## src/rtl/alu_seq_unit.sv

```systemverilog
// Iterative MUL/DIV/MOD engine: a shift-add multiplier and a restoring divider, one bit per cycle.
// Define ALU_SEQ_DBZ_FAST_EN to finish divide-by-zero in the cycle right after start.
module alu_seq_unit #(
    parameter int         WIDTH  = 16,
    parameter logic [4:0] OP_MUL = 5'd7,
    parameter logic [4:0] OP_DIV = 5'd2,
    parameter logic [4:0] OP_MOD = 5'd5
) (
    input  logic             clk,
    input  logic             rst,
    input  logic             start,
    input  logic [4:0]       alu_op,
    input  logic [WIDTH-1:0] operand_a,
    input  logic [WIDTH-1:0] operand_b,
    output logic [WIDTH-1:0] result,
    output logic             done_mul,
    output logic             done_div,
    output logic             done_mod,
    output logic             busy,
    output logic             mul_ovf,
    output logic             div_by_zero
);

    localparam int CNT_W = $clog2(WIDTH);
    localparam logic [CNT_W-1:0] LAST_CNT = CNT_W'(WIDTH - 1);

    typedef enum logic [1:0] {S_IDLE, S_RUN, S_DONE} state_t;
    typedef enum logic [1:0] {K_MUL, K_DIV, K_MOD} kind_t;

    state_t             state_q, state_d;
    kind_t              kind_q, kind_d;
    logic [CNT_W-1:0]   cnt_q, cnt_d;
    logic [2*WIDTH-1:0] prod_q, prod_d;
    logic [2*WIDTH-1:0] mcand_q, mcand_d;
    logic [WIDTH-1:0]   b_q, b_d;
    logic [WIDTH:0]     rem_q, rem_d;
    logic [WIDTH-1:0]   quo_q, quo_d;
    logic [WIDTH-1:0]   result_q, result_d;
    logic               done_mul_q, done_mul_d;
    logic               done_div_q, done_div_d;
    logic               done_mod_q, done_mod_d;
    logic               busy_q, busy_d;
    logic               mul_ovf_q, mul_ovf_d;
    logic               dbz_q, dbz_d;

    logic               is_mul, is_div, is_mod;
    logic [2*WIDTH-1:0] mul_sum;
    logic [WIDTH:0]     shifted;
    logic [WIDTH+1:0]   diff;
    logic               sub_ok;
    logic [WIDTH:0]     rem_next;
    logic [WIDTH-1:0]   quo_next;

    always_comb begin
        is_mul = (alu_op == OP_MUL);
        is_div = (alu_op == OP_DIV);
        is_mod = (alu_op == OP_MOD);

        // One step of each algorithm; only the one matching the latched op is committed.
        mul_sum  = prod_q + (b_q[0] ? mcand_q : '0);
        shifted  = {rem_q[WIDTH-1:0], quo_q[WIDTH-1]};
        diff     = {1'b0, shifted} - {2'b00, b_q};
        sub_ok   = ~diff[WIDTH+1];
        rem_next = sub_ok ? diff[WIDTH:0] : shifted;
        quo_next = {quo_q[WIDTH-2:0], sub_ok};

        state_d    = state_q;
        kind_d     = kind_q;
        cnt_d      = cnt_q;
        prod_d     = prod_q;
        mcand_d    = mcand_q;
        b_d        = b_q;
        rem_d      = rem_q;
        quo_d      = quo_q;
        result_d   = result_q;
        done_mul_d = 1'b0;
        done_div_d = 1'b0;
        done_mod_d = 1'b0;
        busy_d     = busy_q;
        mul_ovf_d  = mul_ovf_q;
        dbz_d      = dbz_q;

        case (state_q)
            S_IDLE: begin
                if (start && (is_mul || is_div || is_mod)) begin
                    kind_d    = is_mul ? K_MUL : (is_div ? K_DIV : K_MOD);
                    mcand_d   = {{WIDTH{1'b0}}, operand_a};
                    b_d       = operand_b;
                    prod_d    = '0;
                    rem_d     = '0;
                    quo_d     = operand_a;
                    cnt_d     = '0;
                    mul_ovf_d = 1'b0;
                    dbz_d     = 1'b0;
                    busy_d    = 1'b1;
                    state_d   = S_RUN;
`ifdef ALU_SEQ_DBZ_FAST_EN
                    if (!is_mul && (operand_b == '0)) begin
                        state_d    = S_DONE;
                        dbz_d      = 1'b1;
                        result_d   = is_div ? '1 : operand_a;
                        done_div_d = is_div;
                        done_mod_d = is_mod;
                    end
`endif
                end
            end
            S_RUN: begin
                cnt_d = cnt_q + 1'b1;
                if (kind_q == K_MUL) begin
                    prod_d  = mul_sum;
                    mcand_d = mcand_q << 1;
                    b_d     = b_q >> 1;
                end else begin
                    rem_d = rem_next;
                    quo_d = quo_next;
                end
                if (cnt_q == LAST_CNT) begin
                    state_d = S_DONE;
                    // A zero divisor makes every trial subtraction succeed, so the quotient
                    // fills with ones and the remainder collects the dividend unchanged.
                    case (kind_q)
                        K_MUL: begin
                            result_d   = mul_sum[WIDTH-1:0];
                            mul_ovf_d  = |mul_sum[2*WIDTH-1:WIDTH];
                            done_mul_d = 1'b1;
                        end
                        K_DIV: begin
                            result_d   = quo_next;
                            dbz_d      = (b_q == '0);
                            done_div_d = 1'b1;
                        end
                        default: begin
                            result_d   = rem_next[WIDTH-1:0];
                            dbz_d      = (b_q == '0);
                            done_mod_d = 1'b1;
                        end
                    endcase
                end
            end
            S_DONE: begin
                state_d = S_IDLE;
                busy_d  = 1'b0;
            end
            default: begin
                state_d = S_IDLE;
                busy_d  = 1'b0;
            end
        endcase
    end

    always_ff @(posedge clk or posedge rst) begin
        if (rst) begin
            state_q    <= S_IDLE;
            kind_q     <= K_MUL;
            cnt_q      <= '0;
            prod_q     <= '0;
            mcand_q    <= '0;
            b_q        <= '0;
            rem_q      <= '0;
            quo_q      <= '0;
            result_q   <= '0;
            done_mul_q <= 1'b0;
            done_div_q <= 1'b0;
            done_mod_q <= 1'b0;
            busy_q     <= 1'b0;
            mul_ovf_q  <= 1'b0;
            dbz_q      <= 1'b0;
        end else begin
            state_q    <= state_d;
            kind_q     <= kind_d;
            cnt_q      <= cnt_d;
            prod_q     <= prod_d;
            mcand_q    <= mcand_d;
            b_q        <= b_d;
            rem_q      <= rem_d;
            quo_q      <= quo_d;
            result_q   <= result_d;
            done_mul_q <= done_mul_d;
            done_div_q <= done_div_d;
            done_mod_q <= done_mod_d;
            busy_q     <= busy_d;
            mul_ovf_q  <= mul_ovf_d;
            dbz_q      <= dbz_d;
        end
    end

    assign result      = result_q;
    assign done_mul    = done_mul_q;
    assign done_div    = done_div_q;
    assign done_mod    = done_mod_q;
    assign busy        = busy_q;
    assign mul_ovf     = mul_ovf_q;
    assign div_by_zero = dbz_q;

endmodule

```

## config.mk

```make
export PLATFORM = sky130hd
export DESIGN_NAME = alu_seq_unit
export DESIGN_NICKNAME = d
export VERILOG_FILES = /design/src/rtl/alu_seq_unit.sv
export SDC_FILE = /design/constraint.sdc
export NUM_CORES = 1
export LEC_CHECK = 0
export CAP_MARGIN = 40
export CORE_MARGIN = 2
export CORE_UTILIZATION = 50
export DETAILED_ROUTE_END_ITERATION = 12
export PLACE_DENSITY = 0.7
export SLEW_MARGIN = 20
export SYNTH_ARGS = -nofsm -noshare
export SYNTH_HDL_FRONTEND = slang
export SYNTH_SLANG_ARGS = --single-unit
```

## constraint.sdc

```tcl
create_clock -name clk -period 5 [get_ports clk]
set_input_delay 0.75 -clock clk [delete_from_list [all_inputs] [get_ports clk]]
set_output_delay 0.75 -clock clk [all_outputs]
set_load 0.02 [all_outputs]
```

; After elaboration in Yosys (flattened, before gate mapping)
; Cells that the tools add are included.
[classes]
reduce_logical = 18
n_bitwise = 2
eq_ne = 10
addsub = 3
mux = 43
[op_table]
columns = operator, count
row1 = 32-bit two-way mux, 5
row2 = 16-bit one-hot mux with 2 select lines, 4
row3 = 32-bit one-hot mux with 2 select lines, 2
row4 = 16-bit two-way mux, 7
row5 = 32-bit adder, 1
row6 = 17-bit by 16-bit subtractor with 18-bit output, 1
row7 = 16-bit logical NOT, 1
row8 = 16-bit OR reduction, 1
row9 = 1-bit two-way mux, 15
row10 = 5-bit by 3-bit == test with 1-bit output (second input constant), 2
row11 = 2-bit AND reduction, 5
row12 = 2-bit two-way mux, 4
row13 = 2-bit != test (second input constant), 4
row14 = 4-bit one-hot mux with 2 select lines, 1
row15 = 4-bit AND reduction, 2
row16 = 1-bit one-hot mux with 2 select lines, 3
row17 = 3-bit AND reduction, 2
row18 = 5-bit by 2-bit == test with 1-bit output (second input constant), 1
row19 = 4-bit by 1-bit adder with 4-bit output (second input constant), 1
row20 = 2-bit by 1-bit == test with 1-bit output (second input constant), 2
row21 = 4-bit == test (second input constant), 1
row22 = 2-bit logical NOT, 2
row23 = 4-bit two-way mux, 1
row24 = 2-bit one-hot mux with 2 select lines, 1
row25 = other kinds (5), 7
[totals]
input_bits = 40
word_cells = 91
reg_bits = 142
out_inout_bits = 22

; Depth between registers and ports, before layout
[logic_depth]
ltp_word = 6
ltp_mapped = 14
mapped_depth_nobuf = 14

; Least setup slack after synthesis
; Ideal clock, no wire load.
[synth_timing]
path_type = reg2reg
startpoint = register b_q[0]
endpoint = register mul_ovf_q, in the netlist mul_ovf
n_path_buf = 1
setup_slack_ps = 1607
t_required_ps = 4876
t_arrival_ps = 3269
period_less_slack_ps = 3393
stages_incl_launch_ff = 14
setup_time_ps = 124
cell_sequence = dfrtp_1 -> clkbuf_1 -> nand2_1 -> fa_1 -> nand2b_1 -> a21o_1 -> a21oi_2 -> a41oi_1 -> o41ai_2 -> a31oi_1 -> xnor2_1 -> and4b_1 -> nand4_1 -> o31a_1
[synth_between]
elab_chain_cells = 6
[synth_lines]
columns = element, line
row1 = "start, declared", 35  ; logic [WIDTH-1:0] b_q, b_d;
row2 = "start signal, assigned", 159  ; b_q <= '0;
row3 = "start signal, assigned", 175  ; b_q <= b_d;
row4 = 32-bit two-way mux, 60  ; mul_sum = prod_q + (b_q[0] ? mcand_q : '0);
row5 = 32-bit adder, 60
row6 = 16-bit OR reduction, 125  ; mul_ovf_d = |mul_sum[2*WIDTH-1:WIDTH];
row7 = 1-bit two-way mux, 122  ; case (kind_q)
row8 = 1-bit two-way mux, 118  ; if (cnt_q == LAST_CNT) begin
row9 = 1-bit one-hot mux with 2 select lines, 83  ; case (state_q)
row10 = "end signal, assigned", 183  ; mul_ovf_q <= mul_ovf_d;
row11 = "end, declared", 43  ; logic mul_ovf_q, mul_ovf_d;
; Every way passes these cells. The select of a mux whose other input is x is not followed.
; A chain may end at the register's enable or synchronous reset.

; Worst setup path after layout
; Ends and elaborated chain as after synthesis.

==> summary.txt <==
Status = finished clean
Placed cell area = 9544 um2
Final-stage net count = 1160
RePlAce Congestion = 0.8907
Slew headroom = 54.55%
Vias per inst = 5.918
Setup TNS Final = 0 ns
Static Leak = 0.004768 uW
IO Port Bufs = 61
Clk pwr share = 17.1%
First-pass GRT wire length = 38420 um
Slowest cell on crit path = o41ai_2
Synth warnings = 0
Number of diodes = 0
Asr flop ratio synth = 100.0%
Drt total wl = 23280 um
Clock Sinks = 142
Die area = 18480 um2
Number of global-route vias before repair = 7326
Inserted Clock Buffers = 17
Placeable Area = 17180 um2
Post-CTS sizing = 0
Top delay family on crit path = compound AO/OA/AOI/OAI gates
Largest net degree at the start of global routing = 63
Remaining Overflow, GRT = 0
Total placed cells including tap cells = 1275
Worst-path clk slew = 0.06 ns
Critical Path Start = b_q[0]
RSZ-0062 raised after global routing = false
Power Dens Cells = 748.4 nW/um2
DR DRC count = 0
Layout cell share with drive strength beyond 1 = 6.741%
Post-detail-place hpwl = 16650 um
Crit path buffers/inverters = 1
Final std cells w/o fill = 1308
F_max = 255.2 MHz
Iter 0 DRT Violations = 551
Top fanout value on the critical path = 11
Fillers = 1609
GRT Util Overall = 26.62%
Clock Path Buffers = 2
WP data required = 5.31 ns
Finished Core Util = 59.14%
Ports = 62
ANT nets after route = 0
Post-synth EDFFs = 0
FP Rows = 48
Synth Flop Type = dfrtp_1
Crit path DAT = 4.23 ns
Worst Setup Path Type = flip-flop to flip-flop
Drt pass-1 iters = 5
Die Wd = 135.9 um
Seq/Total Area, Yosys = 40.83%
Fin. max-slew vios = 0
DR WL/cell = 17.80 um
Cells after Synth = 1031
Pint = 4083 uW
Crit path time final = 3.918 ns
Setup bufs post-CTS = 0
Routed via count = 7741
Combinational cell fraction of total power = 56.0%
Sw frac = 46.30%
Routing usage on met1 = 37.88%
Initial Utilization = 50.67%
Yosys cell types = 62
Tot Pwr = 7603 uW
Synth Cell Area = 8703 um2
Met2 Use GR = 42.03%
Setup crit start kind = flip-flop
Synthesis-to-finish area growth = 16.72%
M3 GR Usage = 4.213%
H-tree lvl count = 4
Fin Clk Skew = 0.009103 ns
Path type of the worst min-delay path = flip-flop to flip-flop
TritonCTS clock tree = built
CP endpoint kind = flip-flop
Avg Cell Area, Syn = 8.442 um2
Final Hold Fails = 0
Max-Cap Viols = 0
Root Driver = clkbuf_16
Maximum VDD drop = 0.0003341 V
FF-to-FF Start = b_q[0]
Most Used Layer, Global Route = met2
Leading area contributor after synthesis = dfrtp_1
Cell Chain, Critical Path = and2_1 > ha_1 > inv_1 > fa_1 > nand2b_1 > a21o_1 > a21oi_2 > a41oi_1 > o41ai_2 > a31oi_1 > o21ai_0 > xnor2_1 > nand4_1 > o31a_1
Worst-margin pin slew = 0.6792 ns
Yosys top cell area share = 40.83%
Flip-flop and latch count after synthesis = 142
Top cells by area, synth = dfrtp_1, nand2_1, ha_1, o21ai_0, nor2_1
Net switching power = 3520 uW
Net Count, Synth = 1121
Die height = 135.9 um
Number of hold buffers added after cts = 0
Setup-failing EPs final = 0
Hold Startpoint = result[1]
Post-synth top cells = nand2_1, dfrtp_1, o21ai_0
CP peak stage delay = 0.64 ns
Most numerous cell in the Yosys netlist = nand2_1
Final instance area = 10160 um2
Reg power frac = 27.0%
Clock insertion delay at the later pin of the skew report = 0.43 ns
Period utilization = 78.37%
Initial antenna violation count = 0
[power by group through the flow]
| stage | clock network (uW) | registers (uW) | logic (uW) |
|---|---|---|---|
| 4_1_cts | 1300 | 2060 | 4190 |
| 5_1_grt | 1350 | 2110 | 4760 |
| 2_1_floorplan | 0 | 2000 | 3030 |
| 3_3_place_gp | 0 | 2060 | 4090 |
| 3_5_place_dp | 0 | 2070 | 4170 |
| 6_report | 1300 | 2050 | 4260 |
[sequential cells by signal, indices dropped and copies added (netlist names), 2 cells and up]
signal and cells:
state_q 2, prod_q 32, b_q 16, rem_q 16
kind_q 2, result 16, mcand_q 32, quo_q 16
cnt_q 4
[cell type report]
| class | count | area, um2 | area share (%) |
|---|---|---|---|
| multi-input cells | 796 | 4818 | 47.43 |
| well taps | 225 | 281.5 | 2.771 |
| repair buffers | 78 | 769.5 | 7.575 |
| inverters | 35 | 136.4 | 1.343 |
| clock inverters | 14 | 170.2 | 1.675 |
| clock buffers | 18 | 429.2 | 4.225 |
| flip-flops and latches | 142 | 3553 | 34.98 |
[cell families after synthesis]
family / count (synthesis) / synth area share [%]
xor+xnor: 39 / 3.925
flops: 142 / 40.83
simple gates: 382 / 19.87
mux: 10 / 1.164
compound gates: 315 / 22.79
buf+inv: 93 / 4.068
fa+ha+maj: 50 / 7.361
[placed cells by master (no fill, tap or decap), types with 5 or more instances in the layout]
master / netlist / routed
nand2_1: 180 / 178
dfrtp_1: 142 / 142
o21ai_0: 112 / 112
nor2_1: 68 / 67
clkdlybuf4s50_1: 0 / 61
a21oi_1: 49 / 49
ha_1: 48 / 48
nand3_1: 43 / 43
a31oi_1: 40 / 40
and2_1: 37 / 37
inv_1: 35 / 34
a21o_1: 25 / 25
xor2_1: 20 / 20
xnor2_1: 19 / 19
a22oi_1: 17 / 17
clkbuf_16: 0 / 17
buf_4: 1 / 14
a211oi_1: 10 / 10
nor3_1: 10 / 9
mux2i_1: 9 / 9
o21a_1: 8 / 8
nand2b_1: 8 / 8
o31ai_1: 8 / 8
a22o_1: 8 / 8
or2_2: 7 / 7
nand4_1: 6 / 6
o21bai_1: 5 / 5
o31a_1: 5 / 5
and3_1: 5 / 5
[stage by stage]
| step | setup WS [ns] | hold slack (ns) |
|---|---|---|
| 6_report | 1.082 | 0.4795 |
| 5_1_grt | 0.6752 | 0.4943 |
| 4_1_cts | 1.065 | 0.4875 |
| 3_5_place_dp | 1.099 | 0.4650 |
| 3_3_place_gp | 1.287 | 0.4605 |
| 2_1_floorplan | 0.4404 | 0.4563 |
[worst min-delay path: cells and delay by family (launching register included)]
family             cells  cell delay [ns]
and+or+nand+nor        1             0.04
AOI/OAI and AO/OA      1             0.06
DFF                    1             0.34
[per-layer routing]
layer  share of wire, %  routed length (um)
met2                 47               10890
met4                1.8                 422
met3                5.3                1236
met5                  0                   0
met1                 46               10740
[path summary, 6_finish.rpt]
check	slack, ns	cells past startpoint	end
max	1.08	14	mul_ovf
min	0.48	2	result[1]
max reg2reg	1.08	14	mul_ovf
min reg2reg	0.48	2	result[1]
max in group asynchronous	3.27	4	quo_q[1]
min in group asynchronous	0.67	2	b_q[5]
No activity file was read; power rests on OpenSTA's default activity.
